### config.mk
export PLATFORM = sky130hd
export DESIGN_NAME = cpu_run_ctl
export DESIGN_NICKNAME = d
export VERILOG_FILES = /design/src/rtl/run_ctl_pkg.sv /design/src/rtl/sync_edge.sv /design/src/rtl/cpu_run_ctl.sv
export SDC_FILE = /design/constraint.sdc
export NUM_CORES = 1
export LEC_CHECK = 0
export BUFFER_PORTS_ARGS = -buffer_cell sky130_fd_sc_hd__buf_2
export CAP_MARGIN = 40
export CORE_UTILIZATION = 48
export DETAILED_ROUTE_END_ITERATION = 10
export HOLD_SLACK_MARGIN = 0.06
export PLACE_DENSITY = 0.81
export SLEW_MARGIN = 10
export SYNTH_ARGS = -nofsm -noshare
export SYNTH_HDL_FRONTEND = slang
export SYNTH_SLANG_ARGS = --single-unit
### constraint.sdc
create_clock -name sysclk -period 1.9 [get_ports sysclk]
set_input_delay 0.475 -clock sysclk [delete_from_list [all_inputs] [get_ports sysclk]]
set_output_delay 0.475 -clock sysclk [all_outputs]
set_load 0.02 [all_outputs]
### src/rtl/run_ctl_pkg.sv
// Shared definitions for the CPU run controller.
//   STATE_W     : width of the debug state bus
//   run_state_e : run/halt/step FSM encodings (6 and 7 are unused)
package run_ctl_pkg;

  localparam int STATE_W = 3;

  typedef enum logic [STATE_W-1:0] {
    RST_HOLD  = 3'd0,
    WAIT_BOOT = 3'd1,
    BOOT      = 3'd2,
    RUN       = 3'd3,
    HALTED    = 3'd4,
    STEP      = 3'd5
  } run_state_e;

  // The CPU is held quiet (no interrupts) until it has been booted.
  function automatic logic int_allowed(input run_state_e s);
    return (s == RUN) || (s == HALTED) || (s == STEP);
  endfunction

endpackage

### src/rtl/sync_edge.sv
// Two-flop synchroniser followed by a rising-edge detector.
//   clk  : sampling clock
//   rst  : asynchronous active-high reset, clears every flop
//   d    : asynchronous input bits
//   rise : one-cycle pulse per bit on a synchronised 0->1 transition
module sync_edge #(
  parameter int WIDTH = 1
) (
  input  logic             clk,
  input  logic             rst,
  input  logic [WIDTH-1:0] d,
  output logic [WIDTH-1:0] rise
);

  logic [WIDTH-1:0] meta;
  logic [WIDTH-1:0] sync;
  logic [WIDTH-1:0] hist;

  always_ff @(posedge clk or posedge rst) begin
    if (rst) begin
      meta <= '0;
      sync <= '0;
      hist <= '0;
    end else begin
      meta <= d;
      sync <= meta;
      hist <= sync;
    end
  end

  assign rise = sync & ~hist;

endmodule

### src/rtl/cpu_run_ctl.sv
// CPU run/halt/single-step controller.
//   sysclk, reset           : clock and asynchronous active-high reset
//   boot                    : boot level, acted on at its rising edge
//   halt                    : halt request level
//   step, continue_req      : single-step / resume, rising-edge detected
//   interrupt, int_ack      : async interrupt line and CPU acknowledge
//   cpu_reset, cpu_boot     : stretched reset and boot command to the CPU
//   cpu_run                 : microsequencer run enable
//   cpu_int                 : latched pending interrupt
//   state                   : current FSM state for debug/LEDs
// Every output is a flop loaded from the next-state decode, so each one
// reflects the state entered at that clock edge.
module cpu_run_ctl
  import run_ctl_pkg::*;
#(
  parameter int RESET_STRETCH = 16,
  parameter int BOOT_CYCLES   = 4
) (
  input  logic               sysclk,
  input  logic               reset,
  input  logic               boot,
  input  logic               halt,
  input  logic               step,
  input  logic               continue_req,
  input  logic               interrupt,
  input  logic               int_ack,
  output logic               cpu_reset,
  output logic               cpu_boot,
  output logic               cpu_run,
  output logic               cpu_int,
  output logic [STATE_W-1:0] state
);

  localparam int RW = $clog2(RESET_STRETCH) + 1;
  localparam int BW = $clog2(BOOT_CYCLES) + 1;
  localparam logic [RW-1:0] RST_LAST  = RW'(RESET_STRETCH - 1);
  localparam logic [BW-1:0] BOOT_LAST = BW'(BOOT_CYCLES - 1);

  run_state_e cur, nxt;
  logic [RW-1:0] rst_cnt;
  logic [BW-1:0] boot_cnt;

  logic boot_q, step_q, cont_q;
  logic boot_rise, step_rise, cont_rise, int_rise;

  // Console inputs are already synchronous: single-flop edge detect.
  always_ff @(posedge sysclk or posedge reset) begin
    if (reset) begin
      boot_q <= 1'b0;
      step_q <= 1'b0;
      cont_q <= 1'b0;
    end else begin
      boot_q <= boot;
      step_q <= step;
      cont_q <= continue_req;
    end
  end

  assign boot_rise = boot & ~boot_q;
  assign step_rise = step & ~step_q;
  assign cont_rise = continue_req & ~cont_q;

  sync_edge #(.WIDTH(1)) u_int_sync (
    .clk  (sysclk),
    .rst  (reset),
    .d    (interrupt),
    .rise (int_rise)
  );

  // State register
  always_ff @(posedge sysclk or posedge reset) begin
    if (reset) cur <= RST_HOLD;
    else       cur <= nxt;
  end

  // Next state. Priority among RUN/HALTED/STEP: boot edge, halt, step,
  // continue. A halted CPU still accepts a step while halt is held.
  always_comb begin
    nxt = cur;
    case (cur)
      RST_HOLD:  if (rst_cnt == RST_LAST) nxt = WAIT_BOOT;
      WAIT_BOOT: if (boot_rise) nxt = BOOT;
      BOOT:      if (boot_cnt == BOOT_LAST) nxt = RUN;
      RUN: begin
        if (boot_rise) nxt = BOOT;
        else if (halt) nxt = HALTED;
      end
      HALTED: begin
        if (boot_rise)                nxt = BOOT;
        else if (step_rise)           nxt = STEP;
        else if (cont_rise && !halt)  nxt = RUN;
      end
      STEP: begin
        if (boot_rise) nxt = BOOT;
        else           nxt = HALTED;
      end
      default: nxt = RST_HOLD;
    endcase
  end

  // Dwell counters restart on every entry and stop at their terminal
  // count because the state exits there.
  always_ff @(posedge sysclk or posedge reset) begin
    if (reset) begin
      rst_cnt  <= '0;
      boot_cnt <= '0;
    end else begin
      rst_cnt  <= (cur == RST_HOLD && nxt == RST_HOLD) ? rst_cnt + RW'(1) : '0;
      boot_cnt <= (cur == BOOT && nxt == BOOT) ? boot_cnt + BW'(1) : '0;
    end
  end

  // Registered outputs decoded from the state being entered.
  always_ff @(posedge sysclk or posedge reset) begin
    if (reset) begin
      cpu_reset <= 1'b1;
      cpu_boot  <= 1'b0;
      cpu_run   <= 1'b0;
      cpu_int   <= 1'b0;
    end else begin
      cpu_reset <= (nxt == RST_HOLD);
      cpu_boot  <= (nxt == BOOT);
      cpu_run   <= (nxt == RUN) || (nxt == STEP);
      // A fresh edge beats a same-cycle acknowledge.
      if (!int_allowed(nxt)) cpu_int <= 1'b0;
      else if (int_rise)     cpu_int <= 1'b1;
      else if (int_ack)      cpu_int <= 1'b0;
    end
  end

  assign state = cur;

endmodule

* After elaboration in Yosys (flattened, before gate mapping)
Index checks and enable logic that the tools add are counted.
** Word-level totals
- Flip-flop bits (word level) :: 21
- Logic and storage cells :: 59
** Cells by class
- Muxes and demuxes :: 15
- Reduce and logical (&&, ||, !) cells :: 9
- Equal/unequal tests :: 12
- Add/sub/neg operators :: 2
- Bitwise operators :: 8
** Operators by type and width (number)
- $mux W3 :: 10
- $pmux W3 S6 :: 1
- $eq A3 B2 Y1 const B :: 5
- $eq A3 B3 Y1 const B :: 4
- $logic_not A3 Y1 :: 2
- $add A5 B1 Y5 const B :: 1
- $eq A5 B4 Y1 const B :: 1
- $mux W5 :: 1
- $and A1 B1 Y1 :: 4
- $not A1 Y1 :: 4
- $add A3 B1 Y3 const B :: 1
- $eq A3 B1 Y1 const B :: 1
- $logic_and A1 B1 Y1 :: 3
- $logic_or A1 B1 Y1 :: 3
- $mux W1 :: 3
- $ne A3 B3 Y1 const B :: 1
- $logic_not A1 Y1 :: 1

* Depth between registers and ports, before layout
- Depth in word-level cells :: 11
- Mapped depth :: 7

* Hierarchy
Synthesis repeated with hierarchy kept, for this count alone.
** Second synthesis, totals
- Cells, all modules :: 83
- Area, all modules :: 1027.2 um2
** By module, submodules not included
- cpu_run_ctl :: times used 1, cells an instance 78, area each 934.6 um2
- sync_edge :: times used 1, cells an instance 5, area each 92.6 um2

* Worst setup path after synthesis
OpenSTA, ideal clock, no wires.
- Path type :: register to register
- Start :: register rst_cnt[0]
- End :: register rst_cnt[2]
- Path slack :: -0.116 ns
- Cell stages (with the launch flop) :: 8
- Arrival time :: 1.944 ns
- Data required time :: 1.828 ns
- Path buffers :: 0
- Cells stage by stage :: dfrtp_1 > ha_1 > and3_1 > ha_1 > mux2_4 > a32o_1 > or4_4 > nor2_1
** On the way
- Cells in the longest elaborated chain, start to end :: 6
** Ends and longest elaborated chain
- start: declaration :: RTL line cpu_run_ctl.sv:40 : logic [RW-1:0] rst_cnt;
- start signal: assignment :: RTL line cpu_run_ctl.sv:108 : rst_cnt <= (cur == RST_HOLD && nxt == RST_HOLD) ? rst_cnt + RW'(1) : '0;
- $eq A5 B4 Y1 :: RTL line cpu_run_ctl.sv:81 : RST_HOLD: if (rst_cnt == RST_LAST) nxt = WAIT_BOOT;
- $mux W3 :: RTL line cpu_run_ctl.sv:81
- $pmux W3 S6 :: RTL line cpu_run_ctl.sv:80 : case (cur)
- $logic_not A3 Y1 :: RTL line cpu_run_ctl.sv:108
- $logic_and A1 B1 Y1 :: RTL line cpu_run_ctl.sv:108
- $mux W5 (*) :: RTL line cpu_run_ctl.sv:108
Every way passes the cells marked *; elsewhere a longest branch is shown, timed or not.
A chain may end at the register's enable or synchronous reset.

* Final worst setup path
- Start :: register rst_cnt[1]
- End :: register rst_cnt[0]
** On the way
- Cells in the longest elaborated chain, start to end :: 6
** Ends and longest elaborated chain (RTL line)
- $eq A5 B4 Y1 :: cpu_run_ctl.sv:81
- $mux W3 :: cpu_run_ctl.sv:81
- $pmux W3 S6 :: cpu_run_ctl.sv:80
- $logic_not A3 Y1 :: cpu_run_ctl.sv:108
- $logic_and A1 B1 Y1 :: cpu_run_ctl.sv:108
- $mux W5 :: cpu_run_ctl.sv:108
Every way passes these cells.

==> results.sh <==
export IMPL_endpoint_kind="register"
export IMPL_antennaDiodeCount=0
export IMPL_yosysMostFrequentCell="dfrtp_1"
export IMPL_critPathMaxFanout=5
export IMPL_clock_sinks=21
export IMPL_drv_slew=0
export IMPL_ys_warn_count=0
export IMPL_grt_pass1_wl_um=2860
export IMPL_r2r_cells=7
export IMPL_status="finished with violations"
export IMPL_ys_flop_type="dfrtp_1"
export IMPL_met3WireLength_um=65
export IMPL_synthArstFlopShare_pct=100
export IMPL_drt_total_wl_um=1790
export IMPL_grt_max_degree=22
export IMPL_path_cells="ha_2, and3_4, ha_4, mux2_4, a32o_2, or4_4, nor2_2"
export IMPL_cts_tree="done"
export IMPL_die_w_um=46.3
export IMPL_synth_distinct_cells=35
export IMPL_slew_limit_headroom_pct=71.6
export IMPL_met2WireLength_um=821
export IMPL_initial_core_util_pct=52.9
export IMPL_syn2layout_area_growth_pct=26.1
export IMPL_first_pass_iters=4
export IMPL_cts_root_buf="clkbuf_4"
export IMPL_first_iter_violations=15
export IMPL_crit_required_ns=2.14
export IMPL_worst_hold_path_type="input port to asynchronous set/reset pin"
export IMPL_grt_pass1_vias=657
export IMPL_io_pins=15
export IMPL_startpoint_type="register"
export IMPL_netlist_area_um2=943
export IMPL_failed_checks="setup timing"
export IMPL_num_rows=15
export IMPL_drcViolationCount=0
export IMPL_peakVddDrop_mv=0.930
export IMPL_synth_edf_count=0
export IMPL_cts_clk_slew_worst_paths_ns=0.11
export IMPL_min_period_over_period_pct=110
export IMPL_die_y_um=46.3
export IMPL_synthCells=84
export IMPL_r2r_slack_ns=-0.18
export IMPL_cts_buffers=3
export IMPL_synth_seq_area_share_pct=55.8
export IMPL_postLayoutCoreUtil_pct=66.7
export IMPL_fin_nets=122
export IMPL_globalRoute_totalOverflow=0
export IMPL_h_tree_depth=1
export IMPL_period_needed_ns=2.08
export IMPL_coreArea_mm2=0.00178
export IMPL_top_layer_used="met4"
export IMPL_via_count=698
export IMPL_post_dp_hpwl_um=1180
export IMPL_via_per_inst=5.21
export IMPL_cpPeakStageDelay_ns=0.47
export IMPL_maxCapViolations=0
export IMPL_tightest_slew_ns=0.422
export IMPL_hold_viol=0
export IMPL_ys_ff_latch=21
export IMPL_critical_path_class="register to register"
export IMPL_m1WireLength_um=877
export IMPL_synth_fp_nets=96
export IMPL_die_area_mm2=0.00215
export IMPL_cellPowerDensity_mw_per_mm2=1220
export IMPL_fmax_mhz=480
export IMPL_insertion_delay_ns=0.30
export IMPL_io_buffers=14
export IMPL_synth_top_cell_by_area="dfrtp_1"
export IMPL_globalplace_congestion=0.747
export IMPL_synth_area_leaders="dfrtp_1 53%, ha_1 5.3%, inv_1 4.0%"
export IMPL_ant_nets=0
export IMPL_crit_arrival_ns=2.33
export IMPL_clockBufferDepth=2
export IMPL_whs_ns=0.166
export IMPL_final_setup_skew_ns=0.00147
export IMPL_slowest_stage="or4_4"
export IMPL_finalSetupViolCount=10
export IMPL_post_drt_wl_per_cell_um=13.4
export IMPL_fin_ws_ns=-0.182
export IMPL_drive_gt1_share_pct=42.2
export IMPL_leakage_nw=0.589
export IMPL_regToRegEndpoint="rst_cnt[0]"
export IMPL_rsz0062_at_grt="true"
export IMPL_grt_usage_pct=19.6
export IMPL_synth_top_cells_by_count="20 x dfrtp_1, 10 x inv_1, 8 x nor2_1"
export IMPL_synth_top_cell_area_share_pct=53.1
export IMPL_r2r_start="rst_cnt[1]"
export IMPL_syn_area_per_cell_um2=11.2
export IMPL_antenna_found_initial=0
export IMPL_cts_hold_buf=0
==> what timing repair did <==
| action | CTS | global route |
|---|---|---|
| setup buffers | 2 | 2 |
| cloned | 0 | 0 |
| resized for setup | 8 | 4 |
| endpoints found under the setup margin | 11 | 12 |
==> layer usage <==
| layer | track usage (%) | vias to the layer above |
|---|---|---|
| li1 | - | 339 |
| met1 | 25.4 | 333 |
| met2 | 30.3 | 22 |
| met3 | 3.92 | 4 |
| met4 | 10.6 | 0 |
| met5 | 0 | - |
==> power by group <==
part | internal (W) | total [W] | switching [W]
registers | 0.000545 | 0.000629 | 0.0000839
clock network | 0.0000820 | 0.000214 | 0.000132
logic | 0.000287 | 0.000610 | 0.000323
total | 0.000914 | 0.00145 | 0.000539
==> cell usage in the layout (no fill, tap or decap), types with 2 or more instances in the layout <==
cell type	Yosys	routed
nand2b_1	3	2
buf_2	1	14
nor2b_1	4	4
nor2_1	8	4
nor3_2	0	4
or4bb_1	2	2
dfrtp_1	20	20
o2111ai_1	2	2
nand2_1	2	2
clkbuf_4	0	3
nor2_2	0	4
ha_1	4	2
buf_4	0	10
inv_1	10	10
==> critical path: cells and delay by family, from the launching register on <==
family	cells	cell delay [ns]
AO/OA/AOI/OAI	1	0.24
adder cells (fa/ha/maj)	2	0.34
flip-flops	1	0.42
multiplexers	1	0.26
AND/OR/NAND/NOR	3	0.77
==> cells by family (layout without fill, tap and decap cells) <==
| group | count (synthesis) | after routing | share of synthesized area (%) |
|---|---|---|---|
| compound gates | 11 | 11 | 8.89 |
| xor+xnor | 2 | 2 | 1.86 |
| fa+ha+maj | 4 | 4 | 5.31 |
| buf+inv | 13 | 38 | 6.23 |
| flops | 21 | 21 | 55.8 |
| mux | 1 | 1 | 1.59 |
| simple gates | 32 | 32 | 20.3 |
==> flip-flops by register name (all words and copies together) (netlist names) <==
| register | cells |
|---|---|
| cont_q | 1 |
| cpu_reset | 1 |
| cpu_run | 1 |
| state | 3 |
| boot_q | 1 |
| rst_cnt | 5 |
| cpu_int | 1 |
| step_q | 1 |
| cpu_boot | 1 |
| u_int_sync.hist | 1 |
| u_int_sync.meta | 1 |
| u_int_sync.sync | 1 |
| boot_cnt | 3 |
==> per-stage QoR <==
| stage | cells | instance area, µm² | setup WS [ns] | total power, W | setup TNS [ns] |
|---|---|---|---|---|---|
| global route | 134 | 1190 | -0.223 | 0.00155 | -1.49 |
| global placement | 126 | 1090 | -0.0686 | 0.00111 | -0.464 |
| CTS | 132 | 1160 | -0.132 | 0.00142 | -0.654 |
| floorplan | 84 | 963 | -0.0548 | 0.000985 | -0.274 |
| finish | 134 | 1190 | -0.182 | 0.00145 | -1.01 |
| detailed placement | 126 | 1090 | -0.125 | 0.00113 | -1.01 |
==> cell type report <==
type | count | area (µm²)
multi-input cells | 50 | 423
inverters | 10 | 37.5
clock buffers | 4 | 26.3
fillers | 122 | 593
repair buffers | 24 | 145
well taps | 25 | 31.3
flip-flops and latches | 21 | 527
==> how the worst max path moves through the flow <==
stage | start | endpoint | slack (ns) | cells past startpoint
after floorplan | rst_cnt[0] | rst_cnt[0] | -0.05 | 7
after global routing | rst_cnt[1] | rst_cnt[0] | -0.22 | 7
final | rst_cnt[1] | rst_cnt[0] | -0.18 | 7
after global placement | rst_cnt[0] | rst_cnt[0] | -0.07 | 7
after CTS | rst_cnt[0] | rst_cnt[2] | -0.13 | 7
after detailed placement | rst_cnt[0] | rst_cnt[0] | -0.13 | 7
No activity file was read; power rests on OpenSTA's default activity.
